==> src/rtl/ysyx_22040237_ifu.sv <==
// Instruction fetch unit: holds the PC, issues one-outstanding word fetches and
// hands each returned instruction to decode over a valid/ready handshake.
module ysyx_22040237_ifu #(
  parameter int XLEN = 64,
  parameter int ILEN = 32,
  parameter logic [XLEN-1:0] RESET_PC = 64'h8000_0000
) (
  input  logic            clk,
  input  logic            rst_n,
  output logic            req_valid,
  input  logic            req_ready,
  output logic [XLEN-1:0] req_addr,
  input  logic            resp_valid,
  input  logic [ILEN-1:0] resp_data,
  output logic            inst_valid,
  input  logic            inst_ready,
  output logic [XLEN-1:0] pc,
  output logic [ILEN-1:0] inst,
  input  logic            redirect_valid,
  input  logic [XLEN-1:0] redirect_pc,
  output logic [63:0]     fetch_cnt
);

  typedef enum logic [1:0] {S_BOOT, S_REQ, S_WAIT, S_HOLD} state_e;

  state_e            state_q, state_d;
  logic              boot_q, boot_d;
  logic              kill_q, kill_d;
  logic [XLEN-1:0]   pc_q, pc_d;
  logic [XLEN-1:0]   pc_out_q, pc_out_d;
  logic [ILEN-1:0]   inst_q, inst_d;
  logic [63:0]       cnt_q, cnt_d;
  logic [XLEN-1:0]   tgt;

  assign tgt = redirect_pc & ~XLEN'(3);

  always_ff @(posedge clk or negedge rst_n) begin
    if (!rst_n) begin
      state_q  <= S_BOOT;
      boot_q   <= 1'b0;
      kill_q   <= 1'b0;
      pc_q     <= RESET_PC;
      pc_out_q <= '0;
      inst_q   <= '0;
      cnt_q    <= '0;
    end else begin
      state_q  <= state_d;
      boot_q   <= boot_d;
      kill_q   <= kill_d;
      pc_q     <= pc_d;
      pc_out_q <= pc_out_d;
      inst_q   <= inst_d;
      cnt_q    <= cnt_d;
    end
  end

  always_comb begin
    state_d  = state_q;
    boot_d   = boot_q;
    kill_d   = kill_q;
    pc_d     = pc_q;
    pc_out_d = pc_out_q;
    inst_d   = inst_q;
    cnt_d    = cnt_q;
    unique case (state_q)
      S_BOOT: begin
        // Idle one full cycle after reset release before the first request.
        if (boot_q) state_d = S_REQ;
        else        boot_d  = 1'b1;
      end
      S_REQ: begin
        if (req_ready) begin
          state_d = S_WAIT;
          if (redirect_valid) begin
            kill_d = 1'b1;
            pc_d   = tgt;
          end
        end else if (redirect_valid) begin
          pc_d = tgt;
        end
      end
      S_WAIT: begin
        if (resp_valid) begin
          if (kill_q || redirect_valid) begin
            kill_d  = 1'b0;
            state_d = S_REQ;
            if (redirect_valid) pc_d = tgt;
          end else begin
            pc_out_d = pc_q;
            inst_d   = resp_data;
            state_d  = S_HOLD;
          end
        end else if (redirect_valid) begin
          kill_d = 1'b1;
          pc_d   = tgt;
        end
      end
      S_HOLD: begin
        if (inst_ready) begin
          cnt_d   = cnt_q + 64'd1;
          pc_d    = redirect_valid ? tgt : pc_q + XLEN'(4);
          state_d = S_REQ;
        end else if (redirect_valid) begin
          pc_d    = tgt;
          state_d = S_REQ;
        end
      end
      default: state_d = S_BOOT;
    endcase
  end

  assign req_valid  = (state_q == S_REQ);
  assign req_addr   = pc_q;
  assign inst_valid = (state_q == S_HOLD);
  assign pc         = pc_out_q;
  assign inst       = inst_q;
  assign fetch_cnt  = cnt_q;

endmodule

==> config.mk <==
export PLATFORM = sky130hd
export DESIGN_NAME = ysyx_22040237_ifu
export DESIGN_NICKNAME = d
export VERILOG_FILES = /design/src/rtl/ysyx_22040237_ifu.sv
export SDC_FILE = /design/constraint.sdc
export NUM_CORES = 1
export LEC_CHECK = 0
export CORE_MARGIN = 10
export CORE_UTILIZATION = 40
export CTS_BUF_LIST = sky130_fd_sc_hd__clkbuf_8
export DETAILED_ROUTE_END_ITERATION = 8
export PLACE_DENSITY = 0.66
export SLEW_MARGIN = 20
export SYNTH_ARGS = -nofsm -noshare
export SYNTH_HDL_FRONTEND = slang
export SYNTH_SLANG_ARGS = --single-unit
==> constraint.sdc <==
create_clock -name clk -period 6.3 [get_ports clk]
set_input_delay 0.945 -clock clk [delete_from_list [all_inputs] [get_ports clk]]
set_output_delay 0.945 -clock clk [all_outputs]
set_load 0.01 [all_outputs]
==> impl_metrics.csv, run 1 <==
group,metric,value,unit
sta,post-route-period-util,52.4,%
cts,numCtsBuffers,41,
sta,rsz0062_at_grt,"false",
logic_synthesis,ys_top_cells_by_count,"227 x dfrtp_1, 97 x mux2_2, 79 x nand2_1",
finish,regArea,0.00571,sq mm
logic_synthesis,synth_most_common_cell,"dfrtp_1",
cts,ctsHoldBuffers,0,
sta,finalCriticalPeriod,3.30,ns
logic_synthesis,synthCells,1014,
cts,cts_tree,"yes",
sta,skew,0.0199,ns
cts,clk_pin_slew,0.06,ns
power_and_ir_drop,p_leak,6.48,nW
sta,slew_headroom,32.4,%
finish,drive_gt1_share,12.8,%
setup_path,cp_max_fo,44,
detailed_routing,firstDrtPassIters,5,
die,start_util,40.4,%
placed_design,io_buffers,325,
logic_synthesis,synth_nets,1124,
finish,nNetsFinal,1449,
worst_hold_path,hold_path_class,"primary input to async pin",
finish,syn_to_final_growth,40.2,%
die,io_pins,328,
sta,max_freq,303,MHz
placed_design,routabilityCongestion,0.859,
flow_run,drv_cap,0,
finish,final_cells,1711,
die,dieArea,0.0341,sq mm
logic_synthesis,synthesis.area,0.0108,sq mm
global_route,gr-total-overflow,0,
placed_design,place_inst,1637,
logic_synthesis,synth_enable_flop_cells,0,
detailed_routing,wire_per_inst,20.6,um
finish,filler_cell_count,2359,
cts,numClockSinks,228,
cts,h-tree-depth,2,
finish,design_area,0.0152,sq mm
cts,clock_latency,0.54,ns
setup_path,worstPathCellList,"buf_2 -> buf_4 -> nor4bb_4 -> buf_4 -> nor3_1 -> nand4_1 -> nand4bb_1 -> or4_1 -> o211ai_1",
logic_synthesis,synth_ff_type,"dfrtp_1",
power_and_ir_drop,irDropWorstVdd,263,uV
detailed_routing,final_antenna_net_count,0,
detailed_routing,viasPerCell,5.45,
global_route,grt_antenna_before_repair,8,
setup_path,cp.arrival,3.75,ns
power_and_ir_drop,power_density,398,mW/mm^2
placed_design,hpwl,25700,um
logic_synthesis,synth_top_area_cell,"dfrtp_1",
power_and_ir_drop,fin_total_pwr,0.00605,W
placed_design,place_area,0.0144,sq mm
finish,multi_input_area,0.00484,sq mm
setup_path,critPathSlowestCell,"or4_1",
global_route,grt_pass1_wl,54300,um
finish,utilization,56.7,%
setup_path,cp_common_cell,"buf_4",
sta,tightest_slew,1.01,ns
sta,final.setup.tns,0,ns
cts,clockBufferDepth,3,
die,coreArea,0.0268,sq mm
setup_path,required,6.75,ns
setup_path,critPathLaunchType,"primary input",
setup_path,worstSetupPathType,"primary input to flip-flop",
global_route,track_usage,20.1,%
die,core.rowCount,60,
sta,setup_viol,0,
logic_synthesis,yosysWarnings,0,
detailed_routing,num_vias,9324,
sta,hold_violations,0,
cts,cts_resized,0,
die,die_y,185,um
global_route,grt_max_degree,144,
logic_synthesis,ys_types,56,
logic_synthesis,synth_seq_cells,228,
logic_synthesis,async_reset_ff_share,100,%
setup_path,slowest_delay,0.55,ns
cts,clock-root-buffer,"clkbuf_8",
outcome,status,"complete, no violations",
sta,slew_violations,0,
die,die_w,185,um
setup_path,end_kind,"flip-flop",
cts,post_cts.repair.setup_buffers,0,
detailed_routing,detail_route.iter0.violations,650,
logic_synthesis,avgSynthCellArea,10.7,sq um
detailed_routing,drc,0,
global_route,grt_pass1_vias,9417,
logic_synthesis,seq_area_frac_synth,52.6,%
detailed_routing,drt-total-wl,35300,um
logic_synthesis,yosys-top-cells-area,"dfrtp_1 52%, mux2_2 10%, xnor2_1 4.1%",
logic_synthesis,yosys.area.top_type_share,52.4,%
## worst paths after layout
check                                             from                         to  slack, ns  cells past startpoint
worst max-delay path                    redirect_valid   req_addr[63]$_DFFE_PN0P_       3.00                      9
worst min-delay path                             rst_n  fetch_cnt[54]$_DFFE_PN0P_       0.42                      1
worst max register to register  state_q[0]$_DFFE_PN0P_  fetch_cnt[55]$_DFFE_PN0P_       3.33                      7
worst min register to register      boot_q$_DFFE_PN0N_         boot_q$_DFFE_PN0N_       0.47                      1
max in group asynchronous                        rst_n          pc[2]$_DFFE_PN0P_       4.65                      2
min in group clk                    boot_q$_DFFE_PN0N_         boot_q$_DFFE_PN0N_       0.47                      1
## layer usage
metal  global-route usage (%)  part of all wire, %  vias to the layer above
li1                         -                    -                     4363
met1                     24.4                   41                     4545
met2                     31.5                   46                      354
met3                     9.06                   11                       56
met4                     5.53                  1.9                        6
met5                        0                0.099                        -
## state kept, by name, indices dropped and copies added (netlist names)
register	cells
kill_q	1
state_q	2
pc	64
fetch_cnt	64
inst	32
boot_q	1
req_addr	64
## cell families after synthesis
family / synth area share (%)
AND/OR/NAND/NOR: 17.1
buffers and inverters: 3.00
adder cells (fa/ha/maj): 0.923
AO/OA/AOI/OAI: 9.82
flip-flops: 52.6
multiplexers: 11.4
XOR/XNOR: 5.17
## power breakdown
| group | internal, W | leakage [nW] | total, W | switching, W |
|---|---|---|---|---|
| Combinational | 0.00123 | 3.07 | 0.00224 | 0.00101 |
| Sequential | 0.00191 | 2.95 | 0.00249 | 0.000588 |
| Clock | 0.000721 | 0.460 | 0.00132 | 0.000598 |
| Total | 0.00385 | 6.48 | 0.00605 | 0.00220 |
## cell usage in the layout, fill, tap and decap left out, types with 5 or more instances in the layout
cell             instances
ha_1                     8
buf_4                    8
a31oi_1                  8
a32oi_1                  8
nor2_1                  47
clkbuf_8                51
o21ai_0                 48
diode_2                  5
nor3_1                  24
and4_1                  12
xor2_1                  13
nor4_1                  13
inv_1                   44
xnor2_1                 51
o211ai_1                 6
dfrtp_1                227
nand4_1                 51
o22ai_1                 24
and3_1                  19
clkdlybuf4s50_1        323
a21oi_1                 51
nand2_1                 79
mux2_2                  97
mux2i_1                 14
nand3_1                 61
and2_1                  10
a2bb2oi_1                6
## final cells by class
type	instances	area share [%]
repair buffers	334	21.9
inverters	28	0.692
clock buffers	51	4.62
well taps	341	2.81
multi-input cells	706	31.9
clock inverters	18	0.461
flip-flops and latches	228	37.5
diodes	5	0.0823
## critical path, delay by kind of cell
family / cells / cell delay (ns)
AOI/OAI and AO/OA: 1 / 0.09
buffers and inverters: 3 / 1.10
and+or+nand+nor: 5 / 1.58
## through the flow
stage	setup WS, ns	hold slack, ns
CTS	2.95	0.431
global placement	2.42	0.456
finish	3.00	0.420
detailed placement	2.39	0.457
global route	2.79	0.462
floorplan	3.51	0.437
No activity file was read; power rests on OpenSTA's default activity.
==> run 2, diff against run 1 <==
Clock period 6.3 ns to 3.4 ns, I/O delays scaled along.
==> impl_metrics.csv, run 2 (same netlist as run 1, synthesis figures left out) <==
group,metric,value,unit
global_route,gr-total-overflow,0,
die,core.rowCount,60,
die,coreArea,0.0268,sq mm
power_and_ir_drop,power_density,744,mW/mm^2
cts,post_cts.repair.setup_buffers,0,
placed_design,io_buffers,325,
detailed_routing,num_vias,9508,
sta,max_freq,371,MHz
setup_path,worstSetupPathType,"flip-flop to flip-flop",
sta,finalCriticalPeriod,2.70,ns
power_and_ir_drop,fin_total_pwr,0.0115,W
setup_path,startpoint,"req_addr[5]$_DFFE_PN0P_",
detailed_routing,wire_per_inst,20.9,um
sta,tightest_slew,0.709,ns
setup_path,cp_max_fo,10,
detailed_routing,route.met3.wl,3800,um
cts,numCtsBuffers,43,
detailed_routing,drt-total-wl,36300,um
cts,h-tree-depth,2,
detailed_routing,viasPerCell,5.48,
power_and_ir_drop,irDropWorstVdd,490,uV
sta,skew,0.0151,ns
power_and_ir_drop,power.net_switching,0.00415,W
sta,hold_violations,0,
sta,rsz0062_at_grt,"false",
cts,cts_tree,"yes",
sta,final.setup.tns,0,ns
detailed_routing,m1WireLength,14800,um
setup_path,required,3.82,ns
die,die_w,185,um
sta,whs,0.466,ns
power_and_ir_drop,pwr-share-seq,39.8,%
detailed_routing,wl_met2,16900,um
power_and_ir_drop,pwr-share-comb,37.3,%
setup_path,rrSetupSlack,0.70,ns
placed_design,hpwl,26600,um
global_route,track_usage,20.8,%
finish,utilization,57.6,%
worst_hold_path,worstHoldStart,"fetch_cnt[63]$_DFFE_PN0P_",
cts,clk_pin_slew,0.06,ns
cts,clock-root-buffer,"clkbuf_8",
flow_run,drv_cap,0,
setup_path,cp.arrival,3.11,ns
detailed_routing,final_antenna_net_count,0,
detailed_routing,drc,0,
placed_design,routabilityCongestion,0.860,
global_route,grt_pass1_vias,9847,
finish,nNetsFinal,1470,
cts,clockBufferDepth,3,
sta,slew_violations,0,
setup_path,r2r_cells,6,
outcome,status,"complete, no violations",
power_and_ir_drop,clock_power_share,22.9,%
worst_hold_path,hold_path_class,"flip-flop to flip-flop",
finish,final_common_cell,"clkdlybuf4s50_1",
die,dieArea,0.0341,sq mm
global_route,grt_antenna_before_repair,7,
global_route,grt_max_degree,81,
finish,syn_to_final_growth,42.4,%
finish,drive_gt1_share,14.3,%
worst_hold_path,hold_depth,1,
detailed_routing,routed.top_layer,"met5",
cts,clock_latency,0.54,ns
power_and_ir_drop,power.share.switching,36.1,%
detailed_routing,detail_route.iter0.violations,607,
power_and_ir_drop,intPower,0.00734,W
power_and_ir_drop,p_leak,6.61,nW
die,io_pins,328,
setup_path,r2r-start,"req_addr[5]$_DFFE_PN0P_",
detailed_routing,firstDrtPassIters,5,
global_route,grt_pass1_wl,56200,um
sta,slew_headroom,52.4,%
setup_path,end_kind,"flip-flop",
die,die_y,185,um
setup_path,critPathLaunchType,"flip-flop",
finish,final_cell_mix,"323 x clkdlybuf4s50_1, 227 x dfrtp_1, 97 x mux2_2, 79 x nand2_1, 61 x nand3_1",
cts,numClockSinks,228,
sta,post-route-period-util,79.3,%
die,start_util,40.4,%
sta,setup_viol,0,
## run 2: changes by cell type in the layout (fill, tap and decap cells not counted), sizes merged
cell         previous run  this run
dlygate4sd3             0         1
clkbuf                 51        57
inv                    44        39
diode                   5         7
buf                    11        29
clkinv                  2         4
## run 2: layout make-up
cell class,count,area (sq um)
clock inverters,15,61.3
well taps,341,427
fillers,2285,11400
flip-flops and latches,228,5710
inverters,28,105
repair buffers,353,3500
diodes,7,17.5
clock buffers,57,785
multi-input cells,706,4830
## run 2: power by group through the flow
| stage | combinational [W] | clock (W) | sequential (W) |
|---|---|---|---|
| after floorplan | 0.00160 | 0 | 0.00463 |
| after global placement | 0.00426 | 0 | 0.00455 |
| after detailed placement | 0.00431 | 0 | 0.00460 |
| after CTS | 0.00434 | 0.00271 | 0.00457 |
| after global routing | 0.00464 | 0.00283 | 0.00473 |
| final | 0.00429 | 0.00263 | 0.00457 |
## run 2: timing repair
item	in CTS	in global routing
gates resized for setup	0	0
endpoints found under the hold margin	59	0
hold buffers	1	0
## run 2: through the flow
stage	instance area (sq um)	instances	setup slack [ns]
finish	15400	1735	0.704
global route	15400	1731	0.517
CTS	15400	1728	0.735
detailed placement	14600	1655	0.475
global placement	14600	1655	0.475
floorplan	10800	1014	1.00
## run 2: path summary, 6_finish.rpt
path,end
max reg2reg,req_addr[60]$_DFFE_PN0P_
max in group asynchronous,pc[48]$_DFFE_PN0P_
max,req_addr[60]$_DFFE_PN0P_
min,fetch_cnt[63]$_DFFE_PN0P_
min reg2reg,fetch_cnt[63]$_DFFE_PN0P_
min in group asynchronous,fetch_cnt[53]$_DFFE_PN0P_
## run 2: per-layer routing
layer  track usage (%)  up-vias
met5                 0        -
met4              6.53        4
met3              8.45       65
met2              33.2      380
met1              25.0     4651
li1                  -     4408
## run 2: critical path: stages (launching register included)
cell and delay, ns:
dfrtp_1 0.51, nand4_1 0.24, or4_1 0.67, or3_1 0.57, nor3_1 0.25, o21ai_0 0.11, a21bo_1 0.22
==> run 3, diff against run 2 <==
Clock period 3.4 ns to 2.6 ns, I/O delays scaled along.
==> impl_metrics.csv, run 3 (same netlist as run 1, synthesis figures left out) <==
group,metric,value,unit
finish,syn_to_final_growth,45.6,%
cts,post_cts.repair.setup_buffers,0,
detailed_routing,wire_per_inst,20.4,um
die,die_y,185,um
finish,final_common_cell,"clkdlybuf4s50_1",
sta,fin_ws,0.211,ns
worst_hold_path,hold_path_class,"primary input to flip-flop",
power_and_ir_drop,clock_power_share,21.3,%
detailed_routing,viasPerCell,5.35,
global_route,gr-total-overflow,0,
detailed_routing,drt-total-wl,36300,um
finish,nNetsFinal,1518,
power_and_ir_drop,pwr-share-comb,41.6,%
setup_path,worstPathCellList,"nand4_1 -> or4_1 -> or3_1 -> nor3_1 -> o21ai_0 -> a21bo_1",
global_route,grt_pass1_vias,9790,
detailed_routing,num_vias,9524,
global_route,grt_max_degree,82,
setup_path,critPathSlowestCell,"or4_1",
setup_path,slowest_delay,0.57,ns
setup_path,end_kind,"flip-flop",
sta,skew,0.0179,ns
cts,clock_latency,0.55,ns
cts,numCtsBuffers,42,
setup_path,cp_max_fo,10,
detailed_routing,final_antenna_net_count,0,
detailed_routing,drc,0,
sta,final.setup.tns,0,ns
finish,final_cell_mix,"323 x clkdlybuf4s50_1, 227 x dfrtp_1, 97 x mux2_2, 79 x nand2_1, 69 x buf_4",
setup_path,critPathLaunchType,"flip-flop",
global_route,grt_pass1_wl,56100,um
die,core.rowCount,60,
die,die_w,185,um
power_and_ir_drop,intPower,0.00970,W
sta,finalCriticalPeriod,2.39,ns
power_and_ir_drop,irDropWorstVdd,737,uV
die,coreArea,0.0268,sq mm
placed_design,hpwl,27200,um
finish,filler_cell_count,2296,
sta,slew_violations,0,
global_route,grt_antenna_before_repair,3,
placed_design,io_buffers,325,
placed_design,dp_slack,0.0629,ns
cts,clock-root-buffer,"clkbuf_8",
sta,max_freq,419,MHz
setup_path,path_buf_inv,0,
placed_design,routabilityCongestion,0.872,
power_and_ir_drop,power_density,961,mW/mm^2
die,dieArea,0.0341,sq mm
power_and_ir_drop,p_leak,6.86,nW
flow_run,drv_cap,0,
power_and_ir_drop,pwr-share-seq,37.2,%
finish,drive_gt1_share,16.8,%
setup_path,cp.arrival,2.83,ns
sta,setup_viol,0,
cts,numClockSinks,228,
cts,clk_pin_slew,0.06,ns
die,io_pins,328,
detailed_routing,firstDrtPassIters,5,
setup_path,worstSetupPathType,"flip-flop to flip-flop",
outcome,status,"complete, no violations",
sta,slew_headroom,53.8,%
sta,hold_violations,0,
sta,rsz0062_at_grt,"false",
cts,clockBufferDepth,3,
detailed_routing,detail_route.iter0.violations,610,
setup_path,critPathTopFamily,"simple AND/OR/NAND/NOR gates",
sta,tightest_slew,0.693,ns
die,start_util,40.4,%
power_and_ir_drop,power.share.switching,36.0,%
cts,h-tree-depth,2,
setup_path,required,3.04,ns
cts,cts_tree,"yes",
sta,post-route-period-util,91.9,%
power_and_ir_drop,power.net_switching,0.00546,W
global_route,track_usage,20.8,%
setup_path,rrSetupSlack,0.21,ns
run 3: power by group through the flow:
stage	registers, W	clock network, W	logic (W)
global route	0.00581	0.00349	0.00681
CTS	0.00564	0.00331	0.00636
global placement	0.00563	0	0.00627
floorplan	0.00606	0	0.00209
detailed placement	0.00569	0	0.00632
finish	0.00563	0.00322	0.00630
run 3: worst min-delay path: stages:
cell	delay, ns
buf_2	0.17
nor3_1	0.08
o211ai_1	0.13
o21ai_0	0.07
run 3: area by class of cell:
class / instances / area [sq um] / area share [%]
antenna: 2 / 5.00 / 0.0317
clock buffer: 50 / 688 / 4.36
clock inverter: 24 / 97.6 / 0.618
inverter: 28 / 105 / 0.666
multi-input combinational: 706 / 4830 / 30.6
sequential: 228 / 5710 / 36.2
tap: 341 / 427 / 2.70
timing repair buffer: 402 / 3920 / 24.8
run 3: worst paths after layout:
kind / start / endpoint / cells after the start
hold reg to reg: fetch_cnt[63]$_DFFE_PN0P_ / fetch_cnt[63]$_DFFE_PN0P_ / 1
min in group asynchronous: rst_n / kill_q$_DFFE_PN0P_ / 2
max in group asynchronous: rst_n / fetch_cnt[25]$_DFFE_PN0P_ / 3
setup reg to reg: req_addr[5]$_DFFE_PN0P_ / req_addr[60]$_DFFE_PN0P_ / 6
setup / recovery: req_addr[5]$_DFFE_PN0P_ / req_addr[60]$_DFFE_PN0P_ / 6
hold / removal: redirect_valid / state_q[1]$_DFFE_PN0P_ / 4
run 3: timing repair:
action | 4_1_cts | 5_1_grt
setup endpoints to repair | 0 | 5
resized for setup | 0 | 0
hold buffers | 1 | 0
endpoints found under the hold margin | 74 | 0
run 3: through the flow:
| step | hold WS [ns] | total power [W] | instances | util (%) | area [sq um] |
|---|---|---|---|---|---|
| after global routing | 0.399 | 0.0161 | 1780 | 58.9 | 15800 |
| after global placement | 0.437 | 0.0119 | 1704 | 55.9 | 15000 |
| final | 0.372 | 0.0152 | 1781 | 58.9 | 15800 |
| after floorplan | 0.0944 | 0.00815 | 1014 | - | 10800 |
| after detailed placement | 0.439 | 0.0120 | 1704 | 55.9 | 15000 |
| after CTS | 0.346 | 0.0153 | 1779 | 58.9 | 15800 |
run 3: routing by layer:
metal,global-route usage [%],part of all wire [%],vias up
met1,25.6,41,4603
li1,-,-,4506
met5,0,0.028,-
met3,8.62,11,51
met4,5.75,1.8,2
met2,33.0,46,362
